<file path="config.mk">
export PLATFORM = sky130hd
export DESIGN_NAME = inst_pcm_sched_flat
export DESIGN_NICKNAME = d
export VERILOG_FILES = /design/src/rtl/inst_pcm_sched_pkg.sv /design/src/rtl/inst_pcm_sched_if.sv /design/src/rtl/inst_src_buf.sv /design/src/rtl/inst_pcm_sched.sv /design/src/flat_wrapper.sv
export SDC_FILE = /design/constraint.sdc
export NUM_CORES = 2
export LEC_CHECK = 0
export CAP_MARGIN = 20
export CORE_AREA = 2 2 627 629
export CTS_CLUSTER_DIAMETER = 40
export DETAILED_ROUTE_END_ITERATION = 7
export DIE_AREA = 0 0 629 631
export GPL_TIMING_DRIVEN = 0
export PLACE_DENSITY = 0.36
export SLEW_MARGIN = 15
export SYNTH_ARGS = -nofsm -noshare
export SYNTH_HDL_FRONTEND = slang
export SYNTH_SLANG_ARGS = --single-unit
</file>
<file path="constraint.sdc">
create_clock -name clk_sys -period 2.25 [get_ports clk_sys]
set_input_delay 0.3375 -clock clk_sys [delete_from_list [all_inputs] [get_ports clk_sys]]
set_output_delay 0.3375 -clock clk_sys [all_outputs]
set_load 0.05 [all_outputs]
</file>
<file path="src/rtl/inst_pcm_sched_pkg.sv">
// Shared types and constants for the PCM instruction scheduler.
// FSM encodings, instruction width and length-mask helpers.
package inst_pcm_sched_pkg;

  localparam int          MAX_INST_BITS   = 512;
  localparam logic [23:0] TIMEOUT_CYC_DEF = 24'd1_000_000;

  typedef logic [MAX_INST_BITS-1:0] inst_t;

  typedef enum logic [1:0] {
    ST_IDLE   = 2'd0,
    ST_LAUNCH = 2'd1,
    ST_WAIT   = 2'd2,
    ST_GAP    = 2'd3
  } sched_st_e;

  function automatic logic len_ok(input logic [15:0] len);
    return (len != 16'd0) && (len <= 16'(MAX_INST_BITS));
  endfunction

  // keeps the top len bits of a left-justified word
  function automatic inst_t len_mask(input logic [15:0] len);
    logic [15:0] sh;
    sh = 16'(MAX_INST_BITS) - len;
    return {MAX_INST_BITS{1'b1}} << sh;
  endfunction

endpackage

</file>
<file path="src/rtl/inst_pcm_sched_if.sv">
// Source strobes and PCM TX launch bundle of the scheduler.
// master = sources/serializer side, slave = scheduler side.
interface inst_pcm_sched_if;
  import inst_pcm_sched_pkg::*;

  inst_t src0_data;
  logic  src0_valid;
  logic  src0_full;
  inst_t src1_data;
  logic  src1_valid;
  logic  src1_full;
  inst_t pcm_inst_data;
  logic  pcm_inst_data_valid;
  logic  pcm_tx_done;

  modport master (
    output src0_data, src0_valid,
    output src1_data, src1_valid,
    output pcm_tx_done,
    input  src0_full, src1_full,
    input  pcm_inst_data, pcm_inst_data_valid
  );

  modport slave (
    input  src0_data, src0_valid,
    input  src1_data, src1_valid,
    input  pcm_tx_done,
    output src0_full, src1_full,
    output pcm_inst_data, pcm_inst_data_valid
  );

endinterface

</file>
<file path="src/rtl/inst_src_buf.sv">
// One-entry source holding buffer with saturating drop counter.
// A strobe landing on the release cycle reloads instead of clearing.
module inst_src_buf
  import inst_pcm_sched_pkg::*;
(
  input  logic       clk_sys,
  input  logic       rst_n,
  input  inst_t      din,
  input  logic       vld,
  input  logic       clr,
  output inst_t      dout,
  output logic       full,
  output logic [7:0] drop_cnt
);

  logic drop;

  assign drop = vld && full && !clr;

  always_ff @(posedge clk_sys or negedge rst_n) begin
    if (!rst_n) begin
      dout     <= '0;
      full     <= 1'b0;
      drop_cnt <= '0;
    end else begin
      if (vld && !drop) begin
        dout <= din;
        full <= 1'b1;
      end else if (clr) begin
        full <= 1'b0;
      end
      if (drop && drop_cnt != 8'hff)
        drop_cnt <= drop_cnt + 8'd1;
    end
  end

endmodule

</file>
<file path="src/rtl/inst_pcm_sched.sv">
// Round-robin launcher of two instruction sources onto the PCM TX path.
// Waits for frame done (or timeout) and a programmable gap between launches.
module inst_pcm_sched
  import inst_pcm_sched_pkg::*;
#(
  parameter int          U_DLY       = 1,
  parameter logic [23:0] TIMEOUT_CYC = TIMEOUT_CYC_DEF
) (
  input  logic           clk_sys,
  input  logic           rst_n,
  input  logic [15:0]    cfg_ins_length,
  input  logic [15:0]    cfg_gap_cyc,
  inst_pcm_sched_if.slave bus,
  output logic           sched_busy,
  output logic           err_len,
  output logic           err_timeout,
  output logic [7:0]     drop_cnt0,
  output logic [7:0]     drop_cnt1
);

  if (U_DLY < 0) begin : g_udly_chk
  end

  sched_st_e   st, st_nxt;
  logic        last_grant, grant, take;
  logic        clr0, clr1, full0, full1;
  logic        launch, len_bad, tmo_hit, gap_load;
  logic [23:0] tmo_cnt;
  logic [15:0] gap_cnt;
  inst_t       buf0, buf1, inst_q;
  logic        inst_vld_q;

  inst_src_buf u_buf0 (
    .clk_sys  (clk_sys),
    .rst_n    (rst_n),
    .din      (bus.src0_data),
    .vld      (bus.src0_valid),
    .clr      (clr0),
    .dout     (buf0),
    .full     (full0),
    .drop_cnt (drop_cnt0)
  );

  inst_src_buf u_buf1 (
    .clk_sys  (clk_sys),
    .rst_n    (rst_n),
    .din      (bus.src1_data),
    .vld      (bus.src1_valid),
    .clr      (clr1),
    .dout     (buf1),
    .full     (full1),
    .drop_cnt (drop_cnt1)
  );

  assign bus.src0_full           = full0;
  assign bus.src1_full           = full1;
  assign bus.pcm_inst_data       = inst_q;
  assign bus.pcm_inst_data_valid = inst_vld_q;
  assign sched_busy              = (st != ST_IDLE);

  always_comb begin
    grant = 1'b0;
    unique case (1'b1)
      full0 && full1:  grant = !last_grant;
      full1 && !full0: grant = 1'b1;
      default:         grant = 1'b0;
    endcase
  end

  always_ff @(posedge clk_sys or negedge rst_n) begin
    if (!rst_n) st <= ST_IDLE;
    else        st <= st_nxt;
  end

  always_comb begin
    st_nxt   = st;
    take     = 1'b0;
    clr0     = 1'b0;
    clr1     = 1'b0;
    launch   = 1'b0;
    len_bad  = 1'b0;
    tmo_hit  = 1'b0;
    gap_load = 1'b0;
    unique case (st)
      ST_IDLE: begin
        if (full0 || full1) begin
          take   = 1'b1;
          st_nxt = ST_LAUNCH;
        end
      end
      ST_LAUNCH: begin
        clr0 = !last_grant;
        clr1 = last_grant;
        if (len_ok(cfg_ins_length)) begin
          launch = 1'b1;
          st_nxt = ST_WAIT;
        end else begin
          len_bad = 1'b1;
          st_nxt  = ST_IDLE;
        end
      end
      ST_WAIT: begin
        if (bus.pcm_tx_done) begin
          gap_load = 1'b1;
          st_nxt   = ST_GAP;
        end else if (tmo_cnt == TIMEOUT_CYC - 24'd1) begin
          tmo_hit  = 1'b1;
          gap_load = 1'b1;
          st_nxt   = ST_GAP;
        end
      end
      ST_GAP: begin
        if (gap_cnt <= 16'd1) st_nxt = ST_IDLE;
      end
      default: st_nxt = ST_IDLE;
    endcase
  end

  always_ff @(posedge clk_sys or negedge rst_n) begin
    if (!rst_n) begin
      last_grant  <= 1'b1;
      tmo_cnt     <= '0;
      gap_cnt     <= '0;
      inst_q      <= '0;
      inst_vld_q  <= 1'b0;
      err_len     <= 1'b0;
      err_timeout <= 1'b0;
    end else begin
      inst_vld_q  <= launch;
      err_len     <= len_bad;
      err_timeout <= tmo_hit;
      if (take) last_grant <= grant;
      if (launch)
        inst_q <= (last_grant ? buf1 : buf0)
                  & len_mask(cfg_ins_length);
      tmo_cnt <= (st == ST_WAIT) ? tmo_cnt + 24'd1 : '0;
      if (gap_load)
        gap_cnt <= cfg_gap_cyc;
      else if (st == ST_GAP && gap_cnt != 16'd0)
        gap_cnt <= gap_cnt - 16'd1;
    end
  end

endmodule

</file>
<file path="src/flat_wrapper.sv">
// flat-port wrapper written by rule: the top's interface ports become plain ports
module inst_pcm_sched_flat import inst_pcm_sched_pkg::*;
#(
  parameter int          U_DLY       = 1,
  parameter logic [23:0] TIMEOUT_CYC = TIMEOUT_CYC_DEF
)
  (clk_sys, rst_n, cfg_ins_length, cfg_gap_cyc, sched_busy, err_len, err_timeout, drop_cnt0, drop_cnt1, bus_src0_data, bus_src0_valid, bus_src1_data, bus_src1_valid, bus_pcm_tx_done, bus_src0_full, bus_src1_full, bus_pcm_inst_data, bus_pcm_inst_data_valid);
  inst_pcm_sched_if bus_i ();
  input  logic clk_sys;
  input  logic rst_n;
  input  logic [15:0] cfg_ins_length;
  input  logic [15:0] cfg_gap_cyc;
  output logic sched_busy;
  output logic err_len;
  output logic err_timeout;
  output logic [7:0] drop_cnt0;
  output logic [7:0] drop_cnt1;
  input wire logic [$bits(bus_i.src0_data)-1:0] bus_src0_data;
  input wire logic [$bits(bus_i.src0_valid)-1:0] bus_src0_valid;
  input wire logic [$bits(bus_i.src1_data)-1:0] bus_src1_data;
  input wire logic [$bits(bus_i.src1_valid)-1:0] bus_src1_valid;
  input wire logic [$bits(bus_i.pcm_tx_done)-1:0] bus_pcm_tx_done;
  output wire logic [$bits(bus_i.src0_full)-1:0] bus_src0_full;
  output wire logic [$bits(bus_i.src1_full)-1:0] bus_src1_full;
  output wire logic [$bits(bus_i.pcm_inst_data)-1:0] bus_pcm_inst_data;
  output wire logic [$bits(bus_i.pcm_inst_data_valid)-1:0] bus_pcm_inst_data_valid;
  assign bus_i.src0_data = bus_src0_data;
  assign bus_i.src0_valid = bus_src0_valid;
  assign bus_i.src1_data = bus_src1_data;
  assign bus_i.src1_valid = bus_src1_valid;
  assign bus_i.pcm_tx_done = bus_pcm_tx_done;
  assign bus_src0_full = bus_i.src0_full;
  assign bus_src1_full = bus_i.src1_full;
  assign bus_pcm_inst_data = bus_i.pcm_inst_data;
  assign bus_pcm_inst_data_valid = bus_i.pcm_inst_data_valid;
  inst_pcm_sched #(.U_DLY(U_DLY), .TIMEOUT_CYC(TIMEOUT_CYC)) u_core (.clk_sys(clk_sys), .rst_n(rst_n), .cfg_ins_length(cfg_ins_length), .cfg_gap_cyc(cfg_gap_cyc), .bus(bus_i), .sched_busy(sched_busy), .err_len(err_len), .err_timeout(err_timeout), .drop_cnt0(drop_cnt0), .drop_cnt1(drop_cnt1));
endmodule
</file>
; ---- Word-level counts from Yosys, hierarchy flattened
; Cells that the tools add are included.
[totals]
out_inout_bits = 534
inputBits = 1061
register_bits = 1600
wordCells = 87
[classes]
reduce_logical = 27
shifts = 1
addsub = 5
n_eq_ne = 9
bitwise_logic = 1
order_cmp = 2
muxes = 28
[ops]
columns = op, count
row1 = 512-bit AND, 1
row2 = 512-bit 2-to-1 mux, 1
row3 = 512-bit by 16-bit << shifter with 512-bit output (first input constant), 1
row4 = 16-bit 2-to-1 mux, 2
row5 = 16-bit nonzero test, 2
row6 = 24-bit by 1-bit adder with 24-bit output (second input constant), 1
row7 = 24-bit by 20-bit == test with 1-bit output (second input constant), 1
row8 = 24-bit 2-to-1 mux, 1
row9 = 1-bit 2-to-1 mux, 17
row10 = 8-bit by 1-bit adder with 8-bit output (second input constant), 2
row11 = 16-bit by 1-bit <= comparator with 1-bit output (second input constant), 1
row12 = 16-bit by 10-bit <= comparator with 1-bit output (second input constant), 1
row13 = 8-bit inequality test (second input constant), 2
row14 = 10-bit by 16-bit subtractor with 16-bit output (first input constant), 1
row15 = 16-bit by 1-bit subtractor with 16-bit output (second input constant), 1
row16 = 1-bit logical AND, 12
row17 = 2-bit 2-to-1 mux, 5
row18 = 2-bit one-hot mux with 4 select lines, 1
row19 = 2-bit nonzero test, 4
row20 = 1-bit logical NOT, 6
row21 = 2-bit == test (second input constant), 2
row22 = 2-bit by 1-bit inequality test with 1-bit output (second input constant), 2
row23 = 3-bit by 2-bit inequality test with 1-bit output (second input constant), 1
row24 = 3-bit AND reduction, 1
row25 = 4 further kinds, 4

; ---- Depth between registers and ports, before layout
[depth]
ltp_word = 7
ltp_mapped = 13
depth_no_buf = 9

; ---- Hierarchy
; Synthesis repeated with hierarchy kept, for this count alone.
[unflattened]
cells_unflattened = 5675
hier_area_um2 = 74744.2
[modules_own_cells]
columns = module, cells_per_inst, n_inst, seq_area_each_um2, area_per_inst_um2
row1 = inst_src_buf, 1122, 2, 13037.5, 21465.6
row2 = inst_pcm_sched, 3431, 1, 13964.6, 31813.0

; ---- Worst setup path after synthesis
; Ideal clock, no wire load.
[synth_path]
path_type = input to register
start = input cfg_ins_length[0]
end = register u_core.inst_q[414] (netlist: u_core.bus.pcm_inst_data[414])
arrival_time_ps = 2784
slack_ps = -656
stages = 12
path_cell_list = clkbuf_1 inv_1 ha_1 or3b_1 buf_2 xor2_1 nand2_1 clkbuf_1 a21oi_1 a21boi_0 o21ai_0 a32o_1
[synth_via]
elab_chain_len = 4
elab_cells_between_ends = 8
[synth_lines]
columns = element, line_no
row1 = start: declaration, flat_wrapper.sv:11  ; input logic [15:0] cfg_ins_length;
row2 = branches (longest 4 deep; another with 10-bit by 16-bit subtractor with 16-bit output), n/a
row3 = end signal: assignment, inst_pcm_sched.sv:134  ; inst_q <= (last_grant ? buf1 : buf0)
row4 = end: declaration, inst_pcm_sched.sv:30  ; inst_t buf0, buf1, inst_q;
; Parallel ways; which one is timed is not known.
; A chain may end at the register's enable or synchronous reset.

==> flow_summary_export.csv <==
group,metric,value,unit
die,die_x,629,um
clock_tree,hold_buffers,925,
setup_path,cp-start-kind,"flop",
drt,viasPerCell,4.44,
timing,post-route-min-period,2.42,ns
final_layout,fin_util,33.4,%
timing,fin_skew,0.0642,ns
setup_path,slowest_delay,0.41,ns
clock_tree,cts_tree,"done",
clock_tree,cts_buffers,392,
clock_tree,clk_latency,0.96,ns
timing,fin_crit_sh,107,%
synth,synth-compound-area-share,10.1,%
clock_tree,cts_buffer_depth,4,
timing,slew_headroom,30.6,%
power,peakVddDrop,635,uV
global_routing,antenna_found_initial,245,
worst_hold_path,hold_class,"in2async",
setup_path,timing.reg2reg.setup_slack,-0.17,ns
synth,netlist-cell-type-count,75,
die,io_pins,1595,
synth,synth_top_area_share,57.6,%
clock_tree,htreeDepth,5,
drt,route.detailed.drc,0,
global_routing,grt_pass1_wl,693000,um
timing,fmax,414,MHz
clock_tree,cts_root_buffer,"clkbuf_16",
die,die-area,397000,um2
synth,ys.flop_type,"dfrtp_1",
final_layout,drive_above_1_share,37.2,%
final_layout,nets,9841,
synth,syn-mean-instance-area,12.8,um2
synth,synth_seq_area_share,57.6,%
synth,ys_async_sr_fraction,100,%
drt,dr.pass1.iters,5,
global_routing,grt_pass1_vias,66200,
power,p_per_area,757,nW/um2
setup_path,criticalPathCategory,"reg2reg",
outcome,failed_checks,"hold timing, setup timing",
drt,drt-wirelength-per-cell,38.9,um
setup_path,cp.arrival,3.26,ns
drt,ant_nets,0,
final_layout,fin_area,130000,um2
synth,synth_nets,6486,
die,rows,230,
place,dp_hpwl,436000,um
setup_path,r2r_end,"u_core.bus.pcm_inst_data[70]$_DFFE_PN0P_",
timing,setup_ws,-0.167,ns
setup_path,crit_fanout,6,
setup_path,worst_r2r_path_depth,11,
synth,synthAdderAreaFrac,0.108,%
global_routing,grt_overflow,0,
die,core,391000,um2
timing,fin_tns_setup,-47.20,ns
synth,synthXorXnorAreaFrac,0.630,%
place,place_area,95100,um2
place,gp_congestion,0.881,
synth,yosysMostFrequentCell,"dfrtp_1",
clock_tree,cts_sinks,1600,
synth,yosysWarnings,0,
timing,slew_violations,0,
clock_tree,clk_pin_slew_worst_paths,0.05,ns
synth,synth_area,69500,um2
synth,synth_area_leaders,"dfrtp_1 (58%), mux2_2 (20%), mux2i_1 (4.7%)",
synth,synth_top_area_cell,"dfrtp_1",
setup_path,crit_family,"buffers and inverters",
drt,drt_wl_total,560000,um
timing,tightestPinTransition,1.04,ns
final_layout,syn2layout_area_growth,87.5,%
synth,synth.mux.area_fraction,24.3,%
global_routing,grt_max_degree,150,
setup_path,worstPathRequired,3.09,ns
final_layout,fin_cells,14400,
place,io_buffers,1592,
place,dp_cells,12300,
setup_path,critical_path_buf_inv_count,5,
outcome,outcome,"complete, but fails checks",
timing,final_hold_viol_count,127,
drt,drtIter0Drc,3847,
synth,synthesis.instances,5419,
global_routing,grt_use_total,26.7,%
timing,holdWs,-0.664,ns
synth,synth_edf_count,0,
setup_path,crit_path_top_delay_cell,"dfrtp_2",
synth,synth_seq_cells,1600,
die,die_h,631,um
timing,rsz0062_at_grt,"yes",
setup_path,worstPathCellList,"nand2b_4 > buf_12 > and3b_2 > a21boi_4 > buf_12 > nand2_8 > nor2_4 > buf_6 > buf_6 > clkbuf_16 > a32o_1",
timing,setup_viol,847,
die,floorplan.initialDensity,17.8,%
synth,yosys.area_share.simple,4.86,%
synth,synth.cells.most_frequent,"dfrtp_1 (1599), mux2_2 (1208), nand2_1 (496)",
power,leakage,58.4,nW
job,maxCapViolations,0,
synth,synth_top_family_by_area,"multiplexers",
drt,via_count,63900,
power,power,98.6,mW
setup_path,cp-end-kind,"flop",
-- worst register-to-register path, cell delays in order, from the launching register on --
cell	delay, ns
dfrtp_2	0.41
nand2b_4	0.17
buf_12	0.16
and3b_2	0.30
a21boi_4	0.24
buf_12	0.14
nand2_8	0.10
nor2_4	0.15
buf_6	0.14
buf_6	0.14
clkbuf_16	0.20
a32o_1	0.19
-- registers in the layout (all words and copies together) (netlist names), 8 cells and up, named ones only --
register,cells
u_core.gap_cnt,16
u_core.bus.pcm_inst_data,512
u_core.u_buf1.dout,512
u_core.u_buf0.dout,512
u_core.tmo_cnt,24
u_core.u_buf0.drop_cnt,8
u_core.u_buf1.drop_cnt,8
-- area by class of cell --
class	instances	area [um2]
Fill cell	39200	260000
Sequential cell	1600	40000
Multi-Input combinational cell	3401	33200
Timing Repair Buffer	2982	31500
Clock buffer	536	11100
Tap cell	5220	6530
Buffer	383	4940
Clock inverter	183	2820
Antenna cell	67	168
Inverter	14	57.6
-- routing by layer --
layer / part of all wire, % / vias up / GRT usage, %
met5: 0.14 / - / 0
li1: - / 26900 / -
met1: 40 / 33200 / 31.9
met4: 4.9 / 74 / 10.4
met3: 6.2 / 1050 / 6.27
met2: 48 / 2680 / 46.2
-- placed cells by master, fill, tap and decap left out, types with 46 or more instances in the layout --
master and count:
dlygate4sd3_1 919, nor2_1 76, clkbuf_8 110, buf_6 97, mux2i_4 46, o21ai_0 63, diode_2 67, o31ai_1 145
dlygate4sd2_1 491, o31ai_4 99, a21oi_2 72, nand2_1 423, a21oi_4 49, clkdlybuf4s50_1 1046, buf_16 81, clkbuf_1 75
a21oi_1 161, clkbuf_2 86, o21ai_1 53, buf_8 51, clkbuf_16 476, dfrtp_1 1596, mux2i_1 239, mux2_2 1062
mux2_4 146, clkbuf_4 49, clkinv_2 63, bufinv_16 55, buf_12 142, buf_4 234, a32o_1 144
-- power breakdown --
| part | switching, mW | internal [mW] | leakage (nW) | total, mW |
|---|---|---|---|---|
| Combinational | 5.04 | 4.03 | 29.3 | 9.07 |
| Sequential | 0.229 | 29.1 | 22.3 | 29.3 |
| Clock | 19.5 | 40.8 | 6.79 | 60.3 |
-- worst max path at each step --
| stage | cells after the start | end | start | slack (ns) |
|---|---|---|---|---|
| 6_report | 11 | u_core.bus.pcm_inst_data[70]$_DFFE_PN0P_ | flop | -0.17 |
| 5_1_grt | 11 | u_core.bus.pcm_inst_data[96]$_DFFE_PN0P_ | flop | -0.25 |
| 4_1_cts | 7 | u_core.bus.pcm_inst_data[165]$_DFFE_PN0P_ | u_core.last_grant$_DFFE_PN1P_ | -0.25 |
| 3_5_place_dp | 12 | u_core.bus.pcm_inst_data[220]$_DFFE_PN0P_ | cfg_ins_length[0] | -3.17 |
| 3_3_place_gp | 1 | u_core.u_buf1.dout[423]$_DFFE_PN0P_ | rst_n | -80.55 |
| 2_1_floorplan | 11 | u_core.bus.pcm_inst_data[390]$_DFFE_PN0P_ | cfg_ins_length[5] | -0.46 |
-- metrics by stage --
step	hold WS [ns]	setup slack, ns
floorplan	0.0419	-0.464
global placement	0.457	-80.55
detailed placement	0.381	-3.17
CTS	-0.686	-0.255
global route	-0.660	-0.249
finish	-0.664	-0.167
-- kinds of logic (layout without fill, tap and decap cells) --
kind of cell | Yosys count | in the layout
flip-flops | 1600 | 1600
multiplexers | 1536 | 1536
AO/OA/AOI/OAI | 1022 | 1022
AND/OR/NAND/NOR | 786 | 787
buffers and inverters | 419 | 4098
XOR/XNOR | 50 | 50
adder cells (fa/ha/maj) | 6 | 6
other | 0 | 67
-- repair_timing --
item,in CTS,in global routing
resized for setup,1707,1156
setup endpoints to repair,2206,1960
cloned,11,40
endpoints found under the hold margin,1114,113
buffers inserted,120,181
pin swaps,67,167
(Power assumes the default switching activity.)
